`config.mk`:
```
export PLATFORM = sky130hd
export DESIGN_NAME = rect_fill_engine
export DESIGN_NICKNAME = d
export VERILOG_FILES = /design/src/rtl/rect_fill_engine.sv
export SDC_FILE = /design/constraint.sdc
export NUM_CORES = 1
export LEC_CHECK = 0
export CORE_MARGIN = 5
export CORE_UTILIZATION = 63
export CTS_CLUSTER_DIAMETER = 40
export DETAILED_ROUTE_END_ITERATION = 8
export PLACE_DENSITY = 0.86
export SKIP_CTS_REPAIR_TIMING = 1
export SLEW_MARGIN = 20
export SYNTH_ARGS = -nofsm -noshare
export SYNTH_HDL_FRONTEND = slang
export SYNTH_SLANG_ARGS = --single-unit
export TNS_END_PERCENT = 10
```
`constraint.sdc`:
```
create_clock -name clock_in -period 8.45 [get_ports clock_in]
set_input_delay 1.69 -clock clock_in [delete_from_list [all_inputs] [get_ports clock_in]]
set_output_delay 1.69 -clock clock_in [all_outputs]
set_load 0.01 [all_outputs]
```
`src/rtl/rect_fill_engine.sv`:
```
// rect_fill_engine
//   Captures a fill-rectangle command from the decoder's op-code/operand
//   stream. It clips the rectangle to the display and emits one palette-index
//   pixel write per accepted cycle into the frame buffer write port.
//
// Ports
//   clock_in                     system clock
//   reset_in                     asynchronous active-high reset
//   op_code_in / op_code_valid_in  current command op code, valid for the whole command
//   operand_in / operand_valid_in  operand byte and its single-cycle strobe
//   operand_count_in             1-based index of the current operand
//   pixel_write_buffer_ready_in  frame buffer accepts a write this cycle
//   pixel_write_address_out      linear pixel address, y*SCREEN_WIDTH+x
//   pixel_write_data_out         palette index
//   pixel_write_enable_out       a write is presented and accepted this cycle
//   busy_out                     fill in progress; incoming commands are dropped
module rect_fill_engine #(
  parameter int          SCREEN_WIDTH  = 640,
  parameter int          SCREEN_HEIGHT = 400,
  parameter logic [7:0]  OPCODE        = 8'h12
) (
  input  logic        clock_in,
  input  logic        reset_in,
  input  logic [7:0]  op_code_in,
  input  logic        op_code_valid_in,
  input  logic [7:0]  operand_in,
  input  logic        operand_valid_in,
  input  logic [31:0] operand_count_in,
  input  logic        pixel_write_buffer_ready_in,
  output logic [17:0] pixel_write_address_out,
  output logic [3:0]  pixel_write_data_out,
  output logic        pixel_write_enable_out,
  output logic        busy_out
);

  localparam logic [10:0] WIDTH_11  = 11'(SCREEN_WIDTH);
  localparam logic [10:0] HEIGHT_11 = 11'(SCREEN_HEIGHT);
  localparam logic [17:0] STRIDE    = 18'(SCREEN_WIDTH);

  typedef enum logic [1:0] {
    IDLE  = 2'd0,
    SETUP = 2'd1,
    DRAW  = 2'd2
  } state_t;

  state_t state_reg, state_next;

  // Captured command fields.
  logic [9:0]  x_reg;
  logic [8:0]  y_reg;
  logic [9:0]  w_reg;
  logic [8:0]  h_reg;
  logic [3:0]  color_reg;

  // Scan state.
  logic [10:0] x_end_reg;
  logic [10:0] y_end_reg;
  logic [10:0] cx_reg;
  logic [10:0] cy_reg;
  logic [17:0] address_reg;
  logic [17:0] row_base_reg;

  logic        accept;
  logic        launch;
  logic [10:0] x_sum;
  logic [10:0] y_sum;
  logic [10:0] x_end_calc;
  logic [10:0] y_end_calc;
  logic        empty_rect;
  logic [17:0] y_times_w;
  logic [17:0] row_start;
  logic        last_col;
  logic        last_row;
  logic        write_now;

  // Operands are only taken while idle, so a command that arrives during a
  // fill cannot disturb the fields the running fill still reads.
  assign accept = op_code_valid_in && (op_code_in == OPCODE) &&
                  operand_valid_in && (state_reg == IDLE);
  assign launch = accept && (operand_count_in == 32'd9);

  // 11-bit sums: 10-bit x plus 10-bit w cannot overflow before clipping.
  assign x_sum      = {1'b0, x_reg} + {1'b0, w_reg};
  assign y_sum      = {2'b00, y_reg} + {2'b00, h_reg};
  assign x_end_calc = (x_sum > WIDTH_11)  ? WIDTH_11  : x_sum;
  assign y_end_calc = (y_sum > HEIGHT_11) ? HEIGHT_11 : y_sum;
  assign empty_rect = (w_reg == 10'd0) || (h_reg == 9'd0) ||
                      ({1'b0, x_reg} >= WIDTH_11) || ({2'b00, y_reg} >= HEIGHT_11);

  // Row start address, only used in SETUP. For the 640-wide display this is
  // 512*y + 128*y; the result wraps only for off-screen y, which never draws.
  generate
    if (SCREEN_WIDTH == 640) begin : g_row_640
      assign y_times_w = {y_reg, 9'b0} + {2'b00, y_reg, 7'b0};
    end else begin : g_row_generic
      assign y_times_w = 18'(y_reg) * STRIDE;
    end
  endgenerate
  assign row_start = y_times_w + 18'(x_reg);

  assign last_col  = (cx_reg == x_end_reg - 11'd1);
  assign last_row  = (cy_reg == y_end_reg - 11'd1);
  assign write_now = (state_reg == DRAW) && pixel_write_buffer_ready_in;

  always_ff @(posedge clock_in or posedge reset_in) begin
    if (reset_in) begin
      state_reg <= IDLE;
    end else begin
      state_reg <= state_next;
    end
  end

  always_comb begin
    state_next = state_reg;
    case (state_reg)
      IDLE:    if (launch) state_next = SETUP;
      SETUP:   state_next = empty_rect ? IDLE : DRAW;
      DRAW:    if (write_now && last_col && last_row) state_next = IDLE;
      default: state_next = IDLE;
    endcase
  end

  always_ff @(posedge clock_in or posedge reset_in) begin
    if (reset_in) begin
      x_reg        <= '0;
      y_reg        <= '0;
      w_reg        <= '0;
      h_reg        <= '0;
      color_reg    <= '0;
      x_end_reg    <= '0;
      y_end_reg    <= '0;
      cx_reg       <= '0;
      cy_reg       <= '0;
      address_reg  <= '0;
      row_base_reg <= '0;
    end else begin
      if (accept) begin
        case (operand_count_in)
          32'd1:   x_reg[9:8] <= operand_in[1:0];
          32'd2:   x_reg[7:0] <= operand_in;
          32'd3:   y_reg[8]   <= operand_in[0];
          32'd4:   y_reg[7:0] <= operand_in;
          32'd5:   w_reg[9:8] <= operand_in[1:0];
          32'd6:   w_reg[7:0] <= operand_in;
          32'd7:   h_reg[8]   <= operand_in[0];
          32'd8:   h_reg[7:0] <= operand_in;
          32'd9:   color_reg  <= operand_in[3:0];
          default: ;
        endcase
      end

      if (state_reg == SETUP) begin
        x_end_reg    <= x_end_calc;
        y_end_reg    <= y_end_calc;
        cx_reg       <= {1'b0, x_reg};
        cy_reg       <= {2'b00, y_reg};
        address_reg  <= row_start;
        row_base_reg <= row_start;
      end else if (write_now) begin
        if (last_col) begin
          // The row wrap happens in the same cycle as the last write of the
          // row, so the next row starts without a bubble. After the final
          // pixel the address is left where it is.
          if (!last_row) begin
            cx_reg       <= {1'b0, x_reg};
            cy_reg       <= cy_reg + 11'd1;
            row_base_reg <= row_base_reg + STRIDE;
            address_reg  <= row_base_reg + STRIDE;
          end
        end else begin
          cx_reg      <= cx_reg + 11'd1;
          address_reg <= address_reg + 18'd1;
        end
      end
    end
  end

  assign pixel_write_address_out = address_reg;
  assign pixel_write_data_out    = color_reg;
  assign pixel_write_enable_out  = write_now;
  assign busy_out                = (state_reg != IDLE);

endmodule

```
==> flow_summary.toml <==
[timing]
final-setup-viol-count = 0
rsz0062_at_grt = "no"
worst_slew_pin_slew_ns = 1.16
relSlewSlack = 0.227
fin_tns_setup_ns = 0
fin_skew_ns = 0.00706
hold_viol = 0
final_max_slew_viol_count = 0
max_freq_ghz = 0.211
post-route-min-period_ns = 4.75
min_period_over_period = 0.562

[status]
status = "complete, no violations"

[cts]
htreeDepth = 4
cts_tree = "yes"
clk_pin_slew_ns = 0.05
clock_latency_ns = 0.42
clock-sinks = 123
clock_path_buffers = 2
ctsRootBufferMaster = "clkbuf_16"
numCtsBuffers = 17

[synthesis]
ys.flop_type = "dfrtp_1"
syn_area_sq_um = 8270
synth_edf_count = 0
synthAdderAreaFrac = 0.0733
netlist_instances = 893
synth_cell_types = 76
ys_ff_latch = 123
synth_xor_area_frac = 0.0763
synthSimpleGateAreaFrac = 0.197
synth_compound_area_frac = 0.172
synth_mux_area_frac = 0.0730
yosysSeqAreaShare = 0.372
synth_nets = 992
synth_top_family_by_area = "simple AND/OR/NAND/NOR gates"
syn-mean-instance-area_sq_um = 9.26
synthArstFlopShare = 1.00
synth_warnings = 0

[global_routing]
grt_pass1_wl_mm = 35.8
antenna_found_initial = 0
grt_use_met3 = 0.0613
grt_util_met2 = 0.474
gr-max-usage-layer = "met2"
grt_pass1_vias = 7199
overflow = 0
grt_usage = 0.281
met1_usage = 0.350
grt_max_degree = 81

[placement]
dpl.hpwl_mm = 15.0
port_buffers = 76
place.gp.congestion = 0.910

[final_layout]
nets = 1058
diodes = 0
area_growth_pct = 17.7
fin_util = 0.765
drive_above_1_share = 0.104

[drt]
vias_per_cell = 6.38
drt_wl_total_mm = 21.6
wl_per_cell_microns = 18.9
drc_errors = 0
dr.pass1.iters = 6
postRouteAntennaNets = 0
dr_total_vias = 7286
drt-initial-drc-count = 619

[die]
pin_count = 77
start_util = 0.650
coreArea_sq_um = 12700
dieArea_sq_um = 15500
die_h_microns = 125
die_x_microns = 125
rows = 41

[power_and_ir_drop]
pwr-share-clk = 0.531
pwr-share-seq = 0.437
p_comb_frac = 0.032
swShare = 0.204
p_leak_nw = 4.52
ir_drop_mv = 0.138
p_per_area_nw_per_um2 = 139
p_sw_uw = 276
internal_power_mw = 1.07

[setup_path]
crit_type = "input pin to output port"
cp_max_fo = 6
worstPathArrival_ns = 3.06
cp-start-kind = "input pin"
cp-end-kind = "output port"
cp_data_required_time_ns = 6.76

[flow_run]
maxCapViolCount = 0

[min_path]
worstHoldPathType = "flop to flop"
[cells by family (layout without fill, tap and decap cells)]
| kind of cell | after synthesis | after routing |
|---|---|---|
| fa+ha+maj | 46 | 46 |
| buf+inv | 72 | 149 |
| xor+xnor | 72 | 72 |
| simple gates | 321 | 321 |
| compound gates | 204 | 204 |
| flops | 123 | 123 |
| mux | 55 | 55 |
[power groups by stage]
stage | combinational, mW | clock, mW | sequential (mW)
floorplan | 0.0107 | 0 | 0.600
global placement | 0.0432 | 0 | 0.600
detailed placement | 0.0436 | 0 | 0.600
CTS | 0.0439 | 0.720 | 0.590
global route | 0.0469 | 0.748 | 0.589
finish | 0.0430 | 0.715 | 0.590
[cells in the mapped netlist (19+ instances only)]
| library cell | number | area share |
|---|---|---|
| dfrtp_1 | 123 | 0.37 |
| xnor2_1 | 49 | 0.052 |
| nand3_1 | 28 | 0.017 |
| inv_1 | 37 | 0.017 |
| o21ai_0 | 44 | 0.027 |
| nor3_1 | 31 | 0.019 |
| nor4_1 | 19 | 0.014 |
| clkbuf_1 | 19 | 0.0086 |
| a21oi_1 | 28 | 0.017 |
| nand2_1 | 102 | 0.046 |
| xor2_1 | 23 | 0.024 |
| ha_1 | 42 | 0.064 |
| mux2_2 | 42 | 0.057 |
| nor2_1 | 53 | 0.024 |
[worst max-delay path, cell delays in order]
cell	delay, ns
clkdlybuf4s50_1	0.48
nand2_1	0.19
inv_1	0.15
clkdlybuf4s50_1	0.54
[cell type report]
class,instances,area [sq um]
clock inverters,7,90.1
clock buffers,23,488
fillers,919,2990
multi-input cells,698,4910
well taps,172,215
flip-flops and latches,123,3080
repair buffers,82,810
inverters,37,141
[layer usage]
| metal | vias up | part of all wire |
|---|---|---|
| li1 | 3416 | - |
| met1 | 3549 | 0.41 |
| met2 | 287 | 0.50 |
| met3 | 34 | 0.072 |
| met4 | 0 | 0.023 |
| met5 | - | 0 |
[metrics by stage]
| stage | power (mW) | cell area (sq um) | setup WS, ns | instances | hold WS, ns |
|---|---|---|---|---|---|
| after global placement | 0.643 | 9140 | 3.74 | 1112 | 0.447 |
| after detailed placement | 0.643 | 9140 | 3.73 | 1112 | 0.453 |
| after CTS | 1.35 | 9720 | 3.73 | 1142 | 0.475 |
| final | 1.35 | 9730 | 3.70 | 1142 | 0.472 |
| after global routing | 1.38 | 9730 | 3.63 | 1142 | 0.501 |
| after floorplan | 0.611 | 8270 | 3.49 | 893 | 0.435 |
[worst paths after layout]
| check | start | depth (start not counted) | slack (ns) | end |
|---|---|---|---|---|
| min reg2reg | row_base_reg[3]$_DFFE_PP0P_ | 2 | 0.47 | row_base_reg[3]$_DFFE_PP0P_ |
| min | row_base_reg[3]$_DFFE_PP0P_ | 2 | 0.47 | row_base_reg[3]$_DFFE_PP0P_ |
| max | pixel_write_buffer_ready_in | 4 | 3.70 | pixel_write_enable_out |
| min in group asynchronous | reset_in | 2 | 1.67 | y_end_reg[7]$_DFFE_PP0P_ |
| max reg2reg | x_end_reg[0]$_DFFE_PP0P_ | 10 | 4.57 | cx_reg[6]$_DFFE_PP0P_ |
| max in group asynchronous | reset_in | 3 | 5.67 | pixel_write_address_out[15]$_DFFE_PP0P_ |
[cell usage in the layout (no fill, tap or decap), types with 6 or more instances in the layout]
cell type        instances
o21ai_0                 44
clkbuf_16               17
nand3_1                 28
o22ai_1                 13
and3_1                  10
a31oi_1                 10
a22o_1                  15
clkdlybuf4s50_1         76
nand4_1                 16
mux2_2                  42
and2_1                   6
a21o_1                  12
mux2i_1                 13
a21oi_1                 28
inv_1                   36
xnor2_1                 49
nand2_1                102
nor3_1                  30
a22oi_1                  8
or3_1                    6
a211oi_1                 9
o211ai_1                 7
nor3b_1                  8
ha_1                    42
nor2_1                  53
nor4_1                  19
o21a_1                   6
o31ai_1                  6
dfrtp_1                123
xor2_1                  23
No activity file was read; power rests on OpenSTA's default activity.
